==> config.mk <==
export PLATFORM = sky130hd
export DESIGN_NAME = write_master_pipeline_hdmi
export DESIGN_NICKNAME = d
export VERILOG_FILES = /design/src/rtl/vlc_avalon_pkg.sv /design/src/rtl/write_master_pipeline_hdmi.sv
export SDC_FILE = /design/constraint.sdc
export NUM_CORES = 1
export LEC_CHECK = 0
export ABC_AREA = 1
export CORE_UTILIZATION = 45
export CTS_CLUSTER_SIZE = 16
export DETAILED_ROUTE_END_ITERATION = 16
export GPL_ROUTABILITY_DRIVEN = 0
export PLACE_DENSITY = 0.83
export SYNTH_ARGS = -nofsm -noshare
export SYNTH_HDL_FRONTEND = slang
export SYNTH_SLANG_ARGS = --single-unit
==> constraint.sdc <==
create_clock -name iClk -period 2.3 [get_ports iClk]
set_clock_uncertainty 0.1 [all_clocks]
set_input_delay 0.345 -clock iClk [delete_from_list [all_inputs] [get_ports iClk]]
set_output_delay 0.345 -clock iClk [all_outputs]
set_load 0.02 [all_outputs]
==> src/rtl/vlc_avalon_pkg.sv <==
// Shared types and helpers for the VLC/HDMI Avalon masters.
package vlc_avalon_pkg;

  localparam int ADDR_W = 32;

  typedef enum logic [1:0] {
    IDLE  = 2'd0,
    FETCH = 2'd1,
    WRITE = 2'd2,
    DONE  = 2'd3
  } state_e;

  // Ceiling log2, used to turn the byte stride into a shift amount.
  function automatic int clog2(input int v);
    int r;
    r = 0;
    for (int i = 0; i < 31; i++)
      if ((1 << i) < v) r = i + 1;
    return r;
  endfunction

endpackage

==> src/rtl/write_master_pipeline_hdmi.sv <==
// Avalon-MM write master: drains a show-ahead FIFO into a contiguous region,
// one single-beat write per word, back-to-back when the FIFO keeps up.
// Optional macro WRITE_MASTER_TIMEOUT_EN adds a wait-request watchdog
// (TIMEOUT_CYC parameter, sticky oTimeout output).
module write_master_pipeline_hdmi
  import vlc_avalon_pkg::*;
#(
  parameter int DATA_W      = 32,
  parameter int ADDRESS_INC = 4
`ifdef WRITE_MASTER_TIMEOUT_EN
  ,
  parameter int TIMEOUT_CYC = 1024
`endif
) (
  input  logic                iClk,
  input  logic                iReset_n,
  input  logic                iStart,
  input  logic [ADDR_W-1:0]   iStart_write_address,
  input  logic [31:0]         iLength,
  input  logic                iWait_request,
  output logic                oWrite,
  output logic [ADDR_W-1:0]   oWrite_address,
  output logic [DATA_W-1:0]   oWrite_data,
  output logic [DATA_W/8-1:0] oByteenable,
  input  logic                iFF_empty,
  input  logic [DATA_W-1:0]   iFF_data,
  output logic                oFF_rd,
  output logic                oBusy,
`ifdef WRITE_MASTER_TIMEOUT_EN
  output logic                oTimeout,
`endif
  output logic                oDone
);

  localparam int SHIFT = clog2(ADDRESS_INC);

  state_e              state_q, state_d;
  logic                write_q, write_d;
  logic [ADDR_W-1:0]   addr_q, addr_d;
  logic [DATA_W-1:0]   data_q, data_d;
  logic [31:0]         rem_q, rem_d;
  logic [31:0]         words;
  logic                ff_rd;

`ifdef WRITE_MASTER_TIMEOUT_EN
  logic [15:0]         tcnt_q, tcnt_d;
  logic                to_q, to_d;
  assign oTimeout = to_q;
`endif

  // Low length bits below the word size are dropped.
  assign words = iLength >> SHIFT;

  assign oWrite         = write_q;
  assign oWrite_address = addr_q;
  assign oWrite_data    = data_q;
  assign oByteenable    = {(DATA_W/8){write_q}};
  assign oBusy          = (state_q != IDLE);
  assign oDone          = (state_q == DONE);
  assign oFF_rd         = ff_rd;

  // State and datapath registers; reset aborts any transfer immediately.
  always_ff @(posedge iClk or negedge iReset_n) begin
    if (!iReset_n) begin
      state_q <= IDLE;
      write_q <= 1'b0;
      addr_q  <= '0;
      data_q  <= '0;
      rem_q   <= '0;
`ifdef WRITE_MASTER_TIMEOUT_EN
      tcnt_q  <= '0;
      to_q    <= 1'b0;
`endif
    end else begin
      state_q <= state_d;
      write_q <= write_d;
      addr_q  <= addr_d;
      data_q  <= data_d;
      rem_q   <= rem_d;
`ifdef WRITE_MASTER_TIMEOUT_EN
      tcnt_q  <= tcnt_d;
      to_q    <= to_d;
`endif
    end
  end

  // Next-state, FIFO pop and datapath updates.
  always_comb begin
    state_d = state_q;
    write_d = write_q;
    addr_d  = addr_q;
    data_d  = data_q;
    rem_d   = rem_q;
    ff_rd   = 1'b0;
`ifdef WRITE_MASTER_TIMEOUT_EN
    tcnt_d  = tcnt_q;
    to_d    = to_q;
`endif
    case (state_q)
      IDLE: begin
        if (iStart) begin
          addr_d  = iStart_write_address;
          rem_d   = words;
          state_d = (words == '0) ? DONE : FETCH;
`ifdef WRITE_MASTER_TIMEOUT_EN
          to_d    = 1'b0;
          tcnt_d  = '0;
`endif
        end
      end
      FETCH: begin
        if (!iFF_empty) begin
          ff_rd   = 1'b1;
          data_d  = iFF_data;
          write_d = 1'b1;
          state_d = WRITE;
        end
      end
      WRITE: begin
        if (!iWait_request) begin
          addr_d = addr_q + ADDR_W'(ADDRESS_INC);
          rem_d  = rem_q - 32'd1;
`ifdef WRITE_MASTER_TIMEOUT_EN
          tcnt_d = '0;
`endif
          if (rem_q == 32'd1) begin
            write_d = 1'b0;
            state_d = DONE;
          end else if (!iFF_empty) begin
            // Pop the next head word in the accept cycle for back-to-back beats.
            ff_rd  = 1'b1;
            data_d = iFF_data;
          end else begin
            write_d = 1'b0;
            state_d = FETCH;
          end
        end
`ifdef WRITE_MASTER_TIMEOUT_EN
        else if (tcnt_q == 16'(TIMEOUT_CYC - 1)) begin
          write_d = 1'b0;
          to_d    = 1'b1;
          tcnt_d  = '0;
          state_d = DONE;
        end else begin
          tcnt_d = tcnt_q + 16'd1;
        end
`endif
      end
      DONE: begin
        addr_d  = '0;
        state_d = IDLE;
      end
      default: state_d = IDLE;
    endcase
  end

endmodule
# ---- After elaboration in Yosys (flattened, before gate mapping)
# Index checks and enable logic that the tools add are counted.
# W data, S select, Z words.
dict set report op_classes {
  addsub 2
  n_mul 0
  div_mod_pow 0
  magnitude_cmp 0
  n_eq_ne 9
  shift 0
  n_mux 26
  n_bitwise 0
  reduce_logical 11
}
# operator n
set ops {}
lappend ops {{$mux W32} 7}
lappend ops {{$pmux W32 S2} 2}
lappend ops {{$pmux W32 S3} 1}
lappend ops {{$add A32 B3 Y32 const B} 1}
lappend ops {{$eq A32 B1 Y1 const B} 1}
lappend ops {{$logic_not A32 Y1} 1}
lappend ops {{$sub A32 B1 Y32 const B} 1}
lappend ops {{$mux W2} 6}
lappend ops {{$reduce_and A3 Y1} 3}
lappend ops {{$ne A2 B2 Y1 const B} 4}
lappend ops {{$pmux W2 S4} 1}
lappend ops {{$reduce_and A4 Y1} 2}
lappend ops {{$mux W1} 7}
lappend ops {{$reduce_bool A2 Y1} 3}
lappend ops {{$eq A2 B2 Y1 const B} 2}
lappend ops {{$pmux W1 S2} 2}
lappend ops {{$ne A3 B3 Y1 const B} 1}
lappend ops {{$reduce_bool A3 Y1} 1}
lappend ops {{$eq A2 B1 Y1 const B} 1}
lappend ops {{$logic_not A2 Y1} 1}
dict set report word_totals {
  regBits 99
  latchBits 0
  mem_bits_rw 0
  rom_bits 0
  in_bits 101
  out_inout_bits 72
  wordCells 53
  n_memories 0
}

# ---- Logic depth before layout (Yosys ltp)
dict set report depth {
  ltp_word 4
  depth_mapped 12
  ltp_nobuf 12
}

# ---- Least setup slack after synthesis
# OpenSTA, ideal clock, no wires.
dict set report synth_timing {
  path_type {register to output}
  from {register state_q[0]}
  to {output oFF_rd}
  arrival_ns 1.723
  t_required_ns 1.855
  setup_slack_ns 0.132
  path_stages_with_launch 8
  n_path_buf 3
  cell_sequence {dfrtp_1 -> inv_1 -> ha_1 -> buf_2 -> buf_2 -> clkbuf_1 -> nand3b_1 -> a21oi_1}
}
dict set report synth_between {
  elab_chain_len 2
  word_cells_on_any_way 3
  cone_classes {eq/ne (2); mux (1)}
}
# item line
set synth_rtl {}
lappend synth_rtl {{start, declared} write_master_pipeline_hdmi.sv:37} ;# state_e state_q, state_d;
lappend synth_rtl {{start signal, assigned} write_master_pipeline_hdmi.sv:75} ;# state_q <= state_d;
lappend synth_rtl {{$eq A2 B2 Y1 / $eq A2 B1 Y1 (equally long branches)} write_master_pipeline_hdmi.sv:99} ;# case (state_q)
lappend synth_rtl {{$pmux W1 S2 *} write_master_pipeline_hdmi.sv:99}
lappend synth_rtl {{end, declared} write_master_pipeline_hdmi.sv:27} ;# output logic oFF_rd,
# Every way passes the cells marked *; elsewhere a longest branch is shown, timed or not.

# ---- Final worst setup path
dict set report layout_timing {
  from {register rem_q[0]}
  to {output oFF_rd}
}
dict set report layout_between {
  elab_chain_len 4
}
# item line
set layout_rtl {}
lappend layout_rtl {{start, declared} write_master_pipeline_hdmi.sv:41} ;# logic [31:0] rem_q, rem_d;
lappend layout_rtl {{start signal, assigned} write_master_pipeline_hdmi.sv:79} ;# rem_q <= rem_d;
lappend layout_rtl {{$eq A32 B1 Y1} write_master_pipeline_hdmi.sv:126} ;# if (rem_q == 32'd1) begin
lappend layout_rtl {{$mux W1} write_master_pipeline_hdmi.sv:126}
lappend layout_rtl {{$mux W1} write_master_pipeline_hdmi.sv:120} ;# if (!iWait_request) begin
lappend layout_rtl {{$pmux W1 S2} write_master_pipeline_hdmi.sv:99}
# No other way between the ends.

==> results.ini <==
[pwr]
leakagePower_nw=4.035
peakVddDrop_v=0.0007019
powerDensity_mw_per_mm2=1352

[global_routing]
first_global_vias=6555
grt_use_total=0.2672
grt_max_degree=51
grt_first_pass_wirelength_um=31040
antenna_found_initial=0
overflow=0

[sta]
relSlewSlack=0.6445
setup_violations=0
slew_violations=0
worst_pin_slew_ns=0.5291
fin_crit_sh=0.9520
period_minus_slack_ns=2.189
max_freq_ghz=0.4567
fin_setup_tns_ns=0
hold_violations=0

[setup_path]
cp-end-kind=primary output
cp.arrival_ns=1.74
worst_setup_path_start_kind=flip-flop
cp_max_fo=3
path_class=flip-flop to primary output
reg2regPathDepth=10
required_ns=1.86

[placed_design]
dp_hpwl_um=14460
numPlacedInstances=1313
io_buffers=170

[final_layout]
ff_latch_area_mm2=0.002477
finalNetCount=1254
multiInputGateArea_mm2=0.003391
diodes=0
n_fill_cell=1261
drive_gt1_frac=0.09138
stdcell_count=1329
area_delta_synth_final_pct=37.89
final_core_util=0.6384

[yosys]
yosysTopAreaCellShare=0.3855
yosysTopAreaCell=dfrtp_1
synth_nets=1064
synthTopCellsByArea=dfrtp_1 (39%), nand2_1 (16%), nor2_1 (8.1%)
synth-edff-count=0
ys_seq_area_frac=0.3855
synth_ff_type=dfrtp_1
ys_ff_latch=99
syn-cell-area_mm2=0.006426
postSynthAreaPerCell_um2=6.729
synth-async-reset-ratio=1.000
synth_cells=955
ys_types=41
yosysWarnings=0

[die]
start_util=0.4630
pin_count=173
core_area_mm2=0.01388
fp.dieW_um=121.5
die_h_um=121.5
row_count=43
die_area_mm2=0.01476

[routing]
drt_iter0_markers=447
vias=6988
ant_nets=0
wl_per_cell_um=14.47
firstDrtPassIters=5
drc=0
postRouteWirelength_um=19230
routed_via_density=5.258

[run]
cap_violations=0

[clocking]
cts_buffers=9
htreeDepth=3
clock_path_buffers=2
clock-root-buffer=clkbuf_16
worstSkewPairLatency_ns=0.35
cts_tree=built
clk_pin_slew_ns=0.07
clock-sinks=99

[worst_hold_path]
whs_path_depth=2
hp-class=flip-flop to flip-flop

[status]
status=finished clean

-- synthesized netlist by cell type, types with 3 or more instances --
master	instances
a22oi_1	8
ha_1	8
inv_1	93
o221ai_1	4
nand2_2	3
or2_2	4
xor2_1	5
o211ai_1	5
nor3_1	20
a21oi_1	58
o21ai_0	40
o21ai_1	3
nor2_1	138
o22ai_1	5
clkbuf_1	8
dfrtp_1	99
nor2_2	10
buf_4	7
nand4_1	14
inv_2	3
buf_6	4
nand3_1	94
nand2_1	275
nand3b_1	7
buf_2	18
-- final timing paths --
path / start / slack (ns) / endpoint
setup / recovery: rem_q[0] / 0.11 / oFF_rd
hold / removal: oWrite_data[10] / 0.37 / oWrite_data[10]
setup reg to reg: state_q[0] / 0.17 / rem_q[13]
hold reg to reg: oWrite_data[10] / 0.37 / oWrite_data[10]
max in group asynchronous: iReset_n / 1.06 / rem_q[10]
min in group asynchronous: iReset_n / 0.41 / oWrite_address[0]
-- layer usage --
layer  vias to the layer above  GRT usage  share of wire
met3                        43    0.05545          0.085
met2                       284     0.4347           0.46
met4                         0     0.1150          0.030
met5                         -          0              0
li1                       3462          -              -
met1                      3199     0.3433           0.43
-- report_power, final --
part	total, mW	internal, mW	switching [mW]
Combinational	7.02	2.91	4.10
Clock	1.57	0.874	0.696
Sequential	3.39	2.61	0.779
Total	12.0	6.40	5.58
-- final cells by class --
| cell class | count | share of cell area |
|---|---|---|
| Multi-Input combinational cell | 721 | 0.3827 |
| Sequential cell | 99 | 0.2796 |
| Timing Repair Buffer | 218 | 0.2376 |
| Inverter | 96 | 0.04067 |
| Clock buffer | 10 | 0.02697 |
| Tap cell | 180 | 0.02542 |
| Clock inverter | 5 | 0.007060 |
-- cell usage in the layout (no fill, tap or decap), types with 5 or more instances in the layout --
cell type	count
nand2_1	275
clkdlybuf4s50_1	167
nor2_1	128
dfrtp_1	99
nand3_1	94
inv_1	93
a21oi_1	58
buf_4	44
o21ai_0	40
nor3_1	20
nor2_2	20
nand4_1	14
clkbuf_16	9
a22oi_1	8
nand3b_1	7
ha_1	7
o211ai_1	5
o22ai_1	5
xor2_1	5
-- cell families (layout without fill, tap and decap cells) --
kind of cell | Yosys count | count (layout) | synth area share
buf+inv | 135 | 329 | 0.09112
xor+xnor | 7 | 7 | 0.009541
simple gates | 575 | 575 | 0.3834
fa+ha+maj | 8 | 8 | 0.01558
flops | 99 | 99 | 0.3855
compound gates | 131 | 131 | 0.1149
-- sequential cells by signal (all words and copies together) (netlist names) --
register        cells
rem_q              32
state_q             2
oWrite_data        32
oWrite              1
oWrite_address     32
-- stage by stage --
| stage | setup slack [ns] | cell area (µm²) | power, mW | hold slack, ns |
|---|---|---|---|---|
| after floorplan | 0.1319 | 6426 | 7.498 | -0.05059 |
| after global placement | -0.04305 | 8538 | 10.15 | 0.2501 |
| after detailed placement | -0.03248 | 8538 | 10.34 | 0.2486 |
| after CTS | 0.03294 | 8843 | 11.93 | 0.3752 |
| after global routing | -0.004812 | 8861 | 12.88 | 0.3846 |
| final | 0.1105 | 8861 | 11.98 | 0.3715 |
-- what timing repair did --
action | CTS | global route
endpoints found under the setup margin | 2 | 1
hold buffers | 1 | 0
setup buffers | 0 | 0
hold endpoints to repair | 33 | 0
pin swaps | 0 | 1
gates resized for setup | 5 | 7
-- worst max-delay path: stages, from the launching register on --
cell	delay, ns
dfrtp_1	0.38
ha_1	0.22
nand2_1	0.09
nor2_1	0.05
nand2_1	0.08
nor2_2	0.05
nor2_2	0.12
nand3b_1	0.09
a21oi_1	0.13
buf_2	0.19
No activity file was read; power rests on OpenSTA's default activity.
